===== src/rtl/eeg_epoch_loader.sv =====
// Multi-channel EEG epoch loader: buffers ADC frames in a small FIFO, writes them
// channel-major into intermediate-result memory, then hands the epoch to inference.
module eeg_epoch_loader #(
    parameter int NUM_CHANNELS      = 2,
    parameter int ADC_W             = 16,
    parameter int DATA_W            = 22,
    parameter int ADDR_W            = 16,
    parameter int SAMPLES_PER_EPOCH = 3000,
    parameter int FIFO_DEPTH        = 8,
    parameter int BASE_ADDR         = 0,
    parameter bit CONTINUOUS        = 1'b0
) (
    input  logic                          clk,
    input  logic                          rst,
    input  logic                          start_eeg_load,
    input  logic                          new_eeg_data,
    input  logic [NUM_CHANNELS*ADC_W-1:0] eeg,
    input  logic                          mem_ready,
    output logic                          mem_wr_en,
    output logic [ADDR_W-1:0]             mem_addr,
    output logic [DATA_W-1:0]             mem_data,
    output logic                          start_inference,
    input  logic                          inference_done,
    output logic                          inference_complete,
    output logic                          busy,
    output logic                          overflow,
    output logic [7:0]                    dropped_cnt
);

    localparam int FRAME_W = NUM_CHANNELS * ADC_W;
    localparam int CH_W    = (NUM_CHANNELS > 1) ? $clog2(NUM_CHANNELS) : 1;
    localparam int PTR_W   = (FIFO_DEPTH > 1) ? $clog2(FIFO_DEPTH) : 1;
    localparam int CNT_W   = $clog2(SAMPLES_PER_EPOCH + 1);

    localparam logic [CNT_W-1:0] SPE_C    = CNT_W'(SAMPLES_PER_EPOCH);
    localparam logic [CNT_W-1:0] SPE_M1_C = CNT_W'(SAMPLES_PER_EPOCH - 1);
    localparam logic [CH_W-1:0]  CH_LAST  = CH_W'(NUM_CHANNELS - 1);
    localparam logic [PTR_W:0]   FIFO_FULL_C = (PTR_W + 1)'(FIFO_DEPTH);

    typedef enum logic [1:0] {
        IDLE  = 2'd0,
        LOAD  = 2'd1,
        DRAIN = 2'd2,
        INFER = 2'd3
    } state_t;

    state_t state, state_next;

    logic [FRAME_W-1:0] fifo_mem [FIFO_DEPTH];
    logic [PTR_W-1:0]   wr_ptr, rd_ptr;
    logic [PTR_W:0]     fifo_cnt;
    logic [CH_W-1:0]    ch;
    logic [CNT_W-1:0]   accepted_cnt, frame_idx;

    logic               fifo_empty, fifo_full;
    logic               word_fire, pop, push, drop;
    logic               epoch_filled, restart, clear_epoch;
    logic [ADC_W-1:0]   head_sample;
    logic [31:0]        addr_calc;

    // Memory write port: mem_ready is the sink's ready; a word transfers on every
    // cycle mem_wr_en is high. A word is only offered when the previous cycle saw
    // mem_ready high with the FIFO non-empty, so address/data never change under a stall.
    assign fifo_empty   = (fifo_cnt == '0);
    assign fifo_full    = (fifo_cnt == FIFO_FULL_C);
    assign word_fire    = ((state == LOAD) || (state == DRAIN)) && !fifo_empty && mem_ready;
    assign pop          = word_fire && (ch == CH_LAST);
    assign push         = (state == LOAD) && new_eeg_data && (accepted_cnt < SPE_C)
                          && (!fifo_full || pop);
    assign drop         = new_eeg_data && (state != IDLE) && !push;
    assign epoch_filled = push && (accepted_cnt == SPE_M1_C);
    assign restart      = (state == INFER) && inference_done;
    assign clear_epoch  = ((state == IDLE) && start_eeg_load) || restart;
    assign busy         = (state != IDLE);

    assign head_sample  = fifo_mem[rd_ptr][ch*ADC_W +: ADC_W];
    assign addr_calc    = 32'(BASE_ADDR) + 32'(ch) * 32'(SAMPLES_PER_EPOCH) + 32'(frame_idx);

    always_ff @(posedge clk) begin
        if (rst) state <= IDLE;
        else     state <= state_next;
    end

    always_comb begin
        state_next = state;
        case (state)
            IDLE:  if (start_eeg_load) state_next = LOAD;
            LOAD:  if (epoch_filled) state_next = DRAIN;
            DRAIN: if (fifo_empty && (frame_idx == SPE_C)) state_next = INFER;
            INFER: if (inference_done) state_next = CONTINUOUS ? LOAD : IDLE;
            default: state_next = IDLE;
        endcase
    end

    // Frame storage carries no reset; occupancy is tracked by fifo_cnt alone.
    always_ff @(posedge clk) begin
        if (push) fifo_mem[wr_ptr] <= eeg;
    end

    always_ff @(posedge clk) begin
        if (rst) begin
            wr_ptr       <= '0;
            rd_ptr       <= '0;
            fifo_cnt     <= '0;
            ch           <= '0;
            accepted_cnt <= '0;
            frame_idx    <= '0;
        end else begin
            if (push) wr_ptr <= wr_ptr + 1'b1;
            if (pop)  rd_ptr <= rd_ptr + 1'b1;
            case ({push, pop})
                2'b10:   fifo_cnt <= fifo_cnt + 1'b1;
                2'b01:   fifo_cnt <= fifo_cnt - 1'b1;
                default: fifo_cnt <= fifo_cnt;
            endcase

            if (clear_epoch) begin
                ch           <= '0;
                accepted_cnt <= '0;
                frame_idx    <= '0;
            end else begin
                if (push) accepted_cnt <= accepted_cnt + 1'b1;
                if (pop) begin
                    ch        <= '0;
                    frame_idx <= frame_idx + 1'b1;
                end else if (word_fire) begin
                    ch <= ch + 1'b1;
                end
            end
        end
    end

    always_ff @(posedge clk) begin
        if (rst) begin
            mem_wr_en          <= 1'b0;
            mem_addr           <= '0;
            mem_data           <= '0;
            start_inference    <= 1'b0;
            inference_complete <= 1'b0;
            overflow           <= 1'b0;
            dropped_cnt        <= '0;
        end else begin
            mem_wr_en <= word_fire;
            if (word_fire) begin
                mem_addr <= addr_calc[ADDR_W-1:0];
                mem_data <= DATA_W'(head_sample);
            end
            start_inference    <= (state == DRAIN) && (state_next == INFER);
            inference_complete <= restart;
            if (drop) begin
                overflow <= 1'b1;
                if (dropped_cnt != 8'hFF) dropped_cnt <= dropped_cnt + 1'b1;
            end
        end
    end

endmodule


===== config.mk =====
export PLATFORM = sky130hd
export DESIGN_NAME = eeg_epoch_loader
export DESIGN_NICKNAME = d
export VERILOG_FILES = /design/src/rtl/eeg_epoch_loader.sv
export SDC_FILE = /design/constraint.sdc
export NUM_CORES = 1
export LEC_CHECK = 0
export ABC_AREA = 1
export BUFFER_PORTS_ARGS = -buffer_cell sky130_fd_sc_hd__buf_2
export CORE_ASPECT_RATIO = 0.6
export CORE_MARGIN = 4
export CORE_UTILIZATION = 43
export CTS_CLUSTER_DIAMETER = 80
export CTS_CLUSTER_SIZE = 12
export DETAILED_ROUTE_END_ITERATION = 8
export PLACE_DENSITY_LB_ADDON = 0.08
export SLEW_MARGIN = 20
export SYNTH_ARGS = -nofsm -noshare
export SYNTH_HDL_FRONTEND = slang
export SYNTH_SLANG_ARGS = --single-unit

===== constraint.sdc =====
create_clock -name clk -period 6.2 [get_ports clk]
set_clock_uncertainty 0.05 [all_clocks]
set_input_delay 0.93 -clock clk [delete_from_list [all_inputs] [get_ports clk]]
set_output_delay 0.93 -clock clk [all_outputs]
set_load 0.1 [all_outputs]

# [Yosys cells after proc, flatten, opt, wreduce, memory -nomap -nowiden]
# Memories as Yosys holds them, arrays and structs flattened. A register that Yosys moved wholly into a read port is not among the register bits.
# Cells that the tools add are included.
[word_totals] elab_cells=73 output_inout_bits=51 in_bits=38 ramBits=256 mem_count=1 ff_bits=81
[classes] addsub=9 reduce_logical=26 multipliers=1 muxes=10 shift=1 n_eq_ne=10 n_lt_le_gt_ge=1
[memory_table] memory="fifo_mem" depth=8 width=32 rd=1 rd_clocked_by_memory_dff=1 wr=1 line_no="49" rtl="logic [FRAME_W-1:0] fifo_mem [FIFO_DEPTH];"
[op_table] cell="$shiftx 32x6->16" count=1
[op_table] cell="$add 12x1->12 const B" count=2
[op_table] cell="$eq 12x12->1 const B" count=2
[op_table] cell="$add 13x12->14" count=1
[op_table] cell="$logic_and 1x1->1" count=13
[op_table] cell="$lt 12x12->1 const B" count=1
[op_table] cell="$mul 1x9->10 const B" count=1
[op_table] cell="$add 8x1->8 const B" count=1
[op_table] cell="$eq 2x2->1 const B" count=4
[op_table] cell="$mux 2" count=4
[op_table] cell="$ne 8x8->1 const B" count=1
[op_table] cell="$pmux 2 s4" count=1
[op_table] cell="$pmux 4 s2" count=1
[op_table] cell="$add 3x1->3 const B" count=2
[op_table] cell="$mux 3" count=2
[op_table] cell="$add 4x1->4 const B" count=1
[op_table] cell="$eq 2x1->1 const B" count=2
[op_table] cell="$eq 4x4->1 const B" count=1
[op_table] cell="$logic_not 4->1" count=1
[op_table] cell="$reduce_bool 2->1" count=2
[op_table] cell="$sub 4x1->4 const B" count=1
[op_table] cell="$logic_not 1->1" count=3
[op_table] cell="$logic_or 1x1->1" count=3
[op_table] cell="$reduce_or 3->1" count=1
[op_table] cell="other kinds (5)" count=6

# [Logic depth before layout (Yosys ltp)]
[logic_depth] word_depth=12 depth_mapped=15 mapped_depth_nobuf=14

# [Least setup slack after synthesis]
# No wires, ideal clock.
[synth_path] path_kind="input -> register" startpoint="input port mem_ready" endpoint="memory fifo_mem[1][0] in the netlist's numbering, enable pin" setup_ns=0.421 path_buffers=1 t_arrival_ns=3.063 path_slack_ns=2.665 t_required_ns=5.729 path_stages=9 path_cell_list="nand2_1 -> inv_1 -> nand3_4 -> nand2_2 -> nand3_2 -> buf_2 -> nor2_1 -> inv_2 -> nor2_1"
[synth_via] elab_chain_cells=6
[synth_lines] item="from (decl)" line_no="18" rtl="input logic mem_ready,"
[synth_lines] item="$logic_and 1x1->1" line_no="66" rtl="assign word_fire = ((state == LOAD) || (state == DRAIN)) && !fifo_empty && mem_ready;"
[synth_lines] item="$logic_and 1x1->1" line_no="67" rtl="assign pop = word_fire && (ch == CH_LAST);"
[synth_lines] item="$logic_or 1x1->1" line_no="69" rtl="&& (!fifo_full || pop);"
[synth_lines] item="$logic_and 1x1->1" line_no="69"
[synth_lines] item="$mux 1" line_no="97" rtl="if (push) fifo_mem[wr_ptr] <= eeg;"
[synth_lines] item="$mux 1 (not written as such)" line_no="97"
[synth_lines] item="to (decl)" line_no="49"
# Every way passes these cells.

# [Final worst setup path]
[layout_path] startpoint="register state[0]" endpoint="memory fifo_mem[5][27] in the netlist's numbering, enable pin"
[layout_via] elab_chain_cells=9 word_cells_on_any_way=12 classes_between="eq/ne: 2; mux: 2; reduce/logical: 8"
[layout_lines] item="from (decl)" line_no="47" rtl="state_t state, state_next;"
[layout_lines] item="from (signal assigned)" line_no="81" rtl="else state <= state_next;"
[layout_lines] item="$eq 2x1->1 / $eq 2x2->1 (equally long branches)" line_no="66, 68"
[layout_lines] item="$logic_or 1x1->1" line_no="66"
[layout_lines] item="$logic_and 1x1->1 (2 in series)" line_no="66"
[layout_lines] item="$logic_and 1x1->1" line_no="67"
[layout_lines] item="$logic_or 1x1->1" line_no="69"
[layout_lines] item="$logic_and 1x1->1 (*)" line_no="69"
[layout_lines] item="$mux 1 (*)" line_no="97"
[layout_lines] item="$mux 1 (not written as such) (*)" line_no="97"
# Every way passes the cells marked *; elsewhere a longest branch is shown, timed or not.

==> results.sh <==
export IMPL_status="complete, no violations"
export IMPL_crit_path_frequent_cell="inv_1"
export IMPL_finalSetupViolations=0
export IMPL_dpl_worst_slack_ns=2.30
export IMPL_cts_tree="done"
export IMPL_path_class="reg -> reg"
export IMPL_io_pins=89
export IMPL_critical_path_slowest_cell="nor2_4"
export IMPL_h_tree_depth=2
export IMPL_antenna_found_initial=3
export IMPL_final_max_slew_viol_count=0
export IMPL_hold_buffers=0
export IMPL_grt_util_all_layers_pct=19.3
export IMPL_wl_per_cell_um=19.9
export IMPL_hp_start="rd_ptr[2]"
export IMPL_placed_area_um2=14700
export IMPL_drive_gt1_share_pct=12.9
export IMPL_worstMarginPinSlew_ns=0.911
export IMPL_async_flop_share_pct=0
export IMPL_vias_per_cell=5.33
export IMPL_critical_path_buf_inv_count=4
export IMPL_grt_pass1_vias=8708
export IMPL_yosysSeqAreaShare_pct=66.7
export IMPL_gp_congestion=0.819
export IMPL_cts_buffers=34
export IMPL_die_w_um=241
export IMPL_layout_commonest_cell="edfxtp_1"
export IMPL_worstPathMaxFanout=23
export IMPL_start_kind="flop"
export IMPL_maxCapViolations=0
export IMPL_clock_latency_ns=0.52
export IMPL_fp_row_count=50
export IMPL_leakagePower_nw=5.61
export IMPL_cp_top_family="simple AND/OR/NAND/NOR gates"
export IMPL_fin_nets=1354
export IMPL_finalCritPeriodShare_pct=56.4
export IMPL_cts_clk_slew_worst_paths_ns=0.06
export IMPL_placedCellCount=1673
export IMPL_setup_tns_final_ns=0
export IMPL_drc=0
export IMPL_cpPeakStageDelay_ns=0.68
export IMPL_drt_iter0_markers=714
export IMPL_synth_area_um2=14000
export IMPL_postLayoutCellArea_um2=15700
export IMPL_portBuffers=79
export IMPL_hpwl_um=20600
export IMPL_gr_total_overflow=0
export IMPL_fin_crit_ns=3.50
export IMPL_ys_flop_type="edfxtp_1"
export IMPL_cp_arrival_ns=3.65
export IMPL_r2r_setup_slack_ns=2.70
export IMPL_area_growth_syn_to_layout_pct=12.5
export IMPL_die_y_um=148
export IMPL_regArea_um2=9320
export IMPL_drtAntennaViolNets=0
export IMPL_dr_pass1_iters=5
export IMPL_finalWorstSetupSlack_ns=2.70
export IMPL_critical_path_endpoint_type="flop"
export IMPL_synth_edf_count=256
export IMPL_vias=9250
export IMPL_grt_start_max_net_pins=85
export IMPL_syn_inst=1232
export IMPL_power_density_nw_per_um2=294
export IMPL_path_cells="inv_1 -> ha_1 -> nand2_1 -> inv_1 -> nand3_4 -> nand2_2 -> nand3_2 -> nor2_1 -> inv_2 -> nor2_4 -> buf_4"
export IMPL_clock_sinks=337
export IMPL_hp_class="reg -> reg"
export IMPL_maxSlewHeadroom_pct=38.9
export IMPL_grt_pass1_wl_um=53100
export IMPL_routed_wl_um=34500
export IMPL_multiInputGateArea_um2=4000
export IMPL_dieArea_um2=35500
export IMPL_r2r_start="state[0]"
export IMPL_postLayoutCoreUtil_pct=49.7
export IMPL_clock_path_buffers=3
export IMPL_reg2reg_to="fifo_mem[5][27]"
export IMPL_cts_root_buf="clkbuf_16"
export IMPL_core_area_um2=31600
export IMPL_cts_setup_buffers=0
export IMPL_peakVddDrop_mv=0.155
export IMPL_ys_warn_count=0
export IMPL_synth_area_per_cell_um2=11.3
export IMPL_rsz0062_at_grt="no"
export IMPL_fmaxAchievable_mhz=286
export IMPL_cts_resized=0
export IMPL_start_util_pct=44.2
export IMPL_fillers=2820
export IMPL_ys_ff_latch=337
export IMPL_required_ns=6.35
export IMPL_reg2reg_depth=11
export IMPL_layout_common_cells="256 x edfxtp_1, 178 x nor2_1, 148 x o21ai_0"
export IMPL_finalHoldViolCount=0
export IMPL_holdPathStages=1
export IMPL_ys_types=44
export IMPL_instances_no_fill=1735
-- synthesized netlist by cell type (17+ instances only) --
cell type / count / share of area, %
a21oi_1: 52 / 1.9
buf_2: 21 / 0.75
clkbuf_1: 31 / 0.83
dfxtp_1: 81 / 12
edfxtp_1: 256 / 55
ha_1: 20 / 1.8
inv_1: 74 / 2.0
nand2_1: 107 / 2.9
nand3_1: 39 / 1.4
nor2_1: 186 / 5.0
o211ai_1: 34 / 1.8
o21ai_0: 148 / 5.3
o221ai_1: 31 / 1.9
o22ai_1: 32 / 1.4
xor2_1: 17 / 1.1
-- metrics by stage --
stage	total power, mW	hold slack (ns)
after floorplan	2.69	0.362
after global placement	2.77	0.371
after detailed placement	2.77	0.381
after CTS	4.66	0.391
after global routing	4.78	0.415
final	4.61	0.390
-- power by group --
part / internal (mW) / leakage (nW) / switching [mW] / total [mW]
registers: 2.46 / 2.96 / 0.0148 / 2.47
clock network: 1.06 / 0.468 / 0.836 / 1.89
logic: 0.0454 / 2.18 / 0.203 / 0.248
-- sequential cells by signal (all words and copies together) (netlist names), named ones only --
name	count
mem_wr_en	1
fifo_mem	256
inference_complete	1
frame_idx	12
accepted_cnt	12
mem_addr	13
fifo_cnt	4
wr_ptr	3
state	2
rd_ptr	3
overflow	1
dropped_cnt	8
start_inference	1
ch	1
mem_data	16
-- cell type report --
class	instances	area share [%]
sequential	337	59.3
multi-input combinational	743	25.5
clock buffer	57	6.10
timing repair buffer	96	3.63
tap	416	3.31
inverter	83	2.01
clock inverter	2	0.127
antenna	1	0.0159
-- cell families (layout without fill, tap and decap cells) --
logic type	after synthesis	count (layout)	synth area share, %
and+or+nand+nor	374	374	11.5
DFF	337	337	66.7
AOI/OAI and AO/OA	318	318	13.2
buffers and inverters	160	238	5.26
adders and majority gates	21	21	1.94
xor gates and xnor gates	21	21	1.32
other	1	10	0.0269
-- worst max path at each step --
stage | startpoint | end | slack (ns) | cells past startpoint
after floorplan | mem_ready | fifo_mem[1][0] | 2.67 | 9
after global placement | mem_ready | fifo_mem[4][14] | 2.32 | 9
after detailed placement | mem_ready | fifo_mem[2][29] | 2.30 | 9
after CTS | state[0] | fifo_mem[2][7] | 2.49 | 10
after global routing | state[0] | fifo_mem[7][27] | 2.43 | 11
final | state[0] | fifo_mem[5][27] | 2.70 | 11
-- routing by layer --
layer  up-vias  track usage [%]  wire length [um]
li1       4526                -                 -
met5         -                0                28
met2       212             26.6             14000
met3        46             3.80              1930
met4         4             3.55               464
met1      4462             31.5             18100
(Power assumes the default switching activity.)
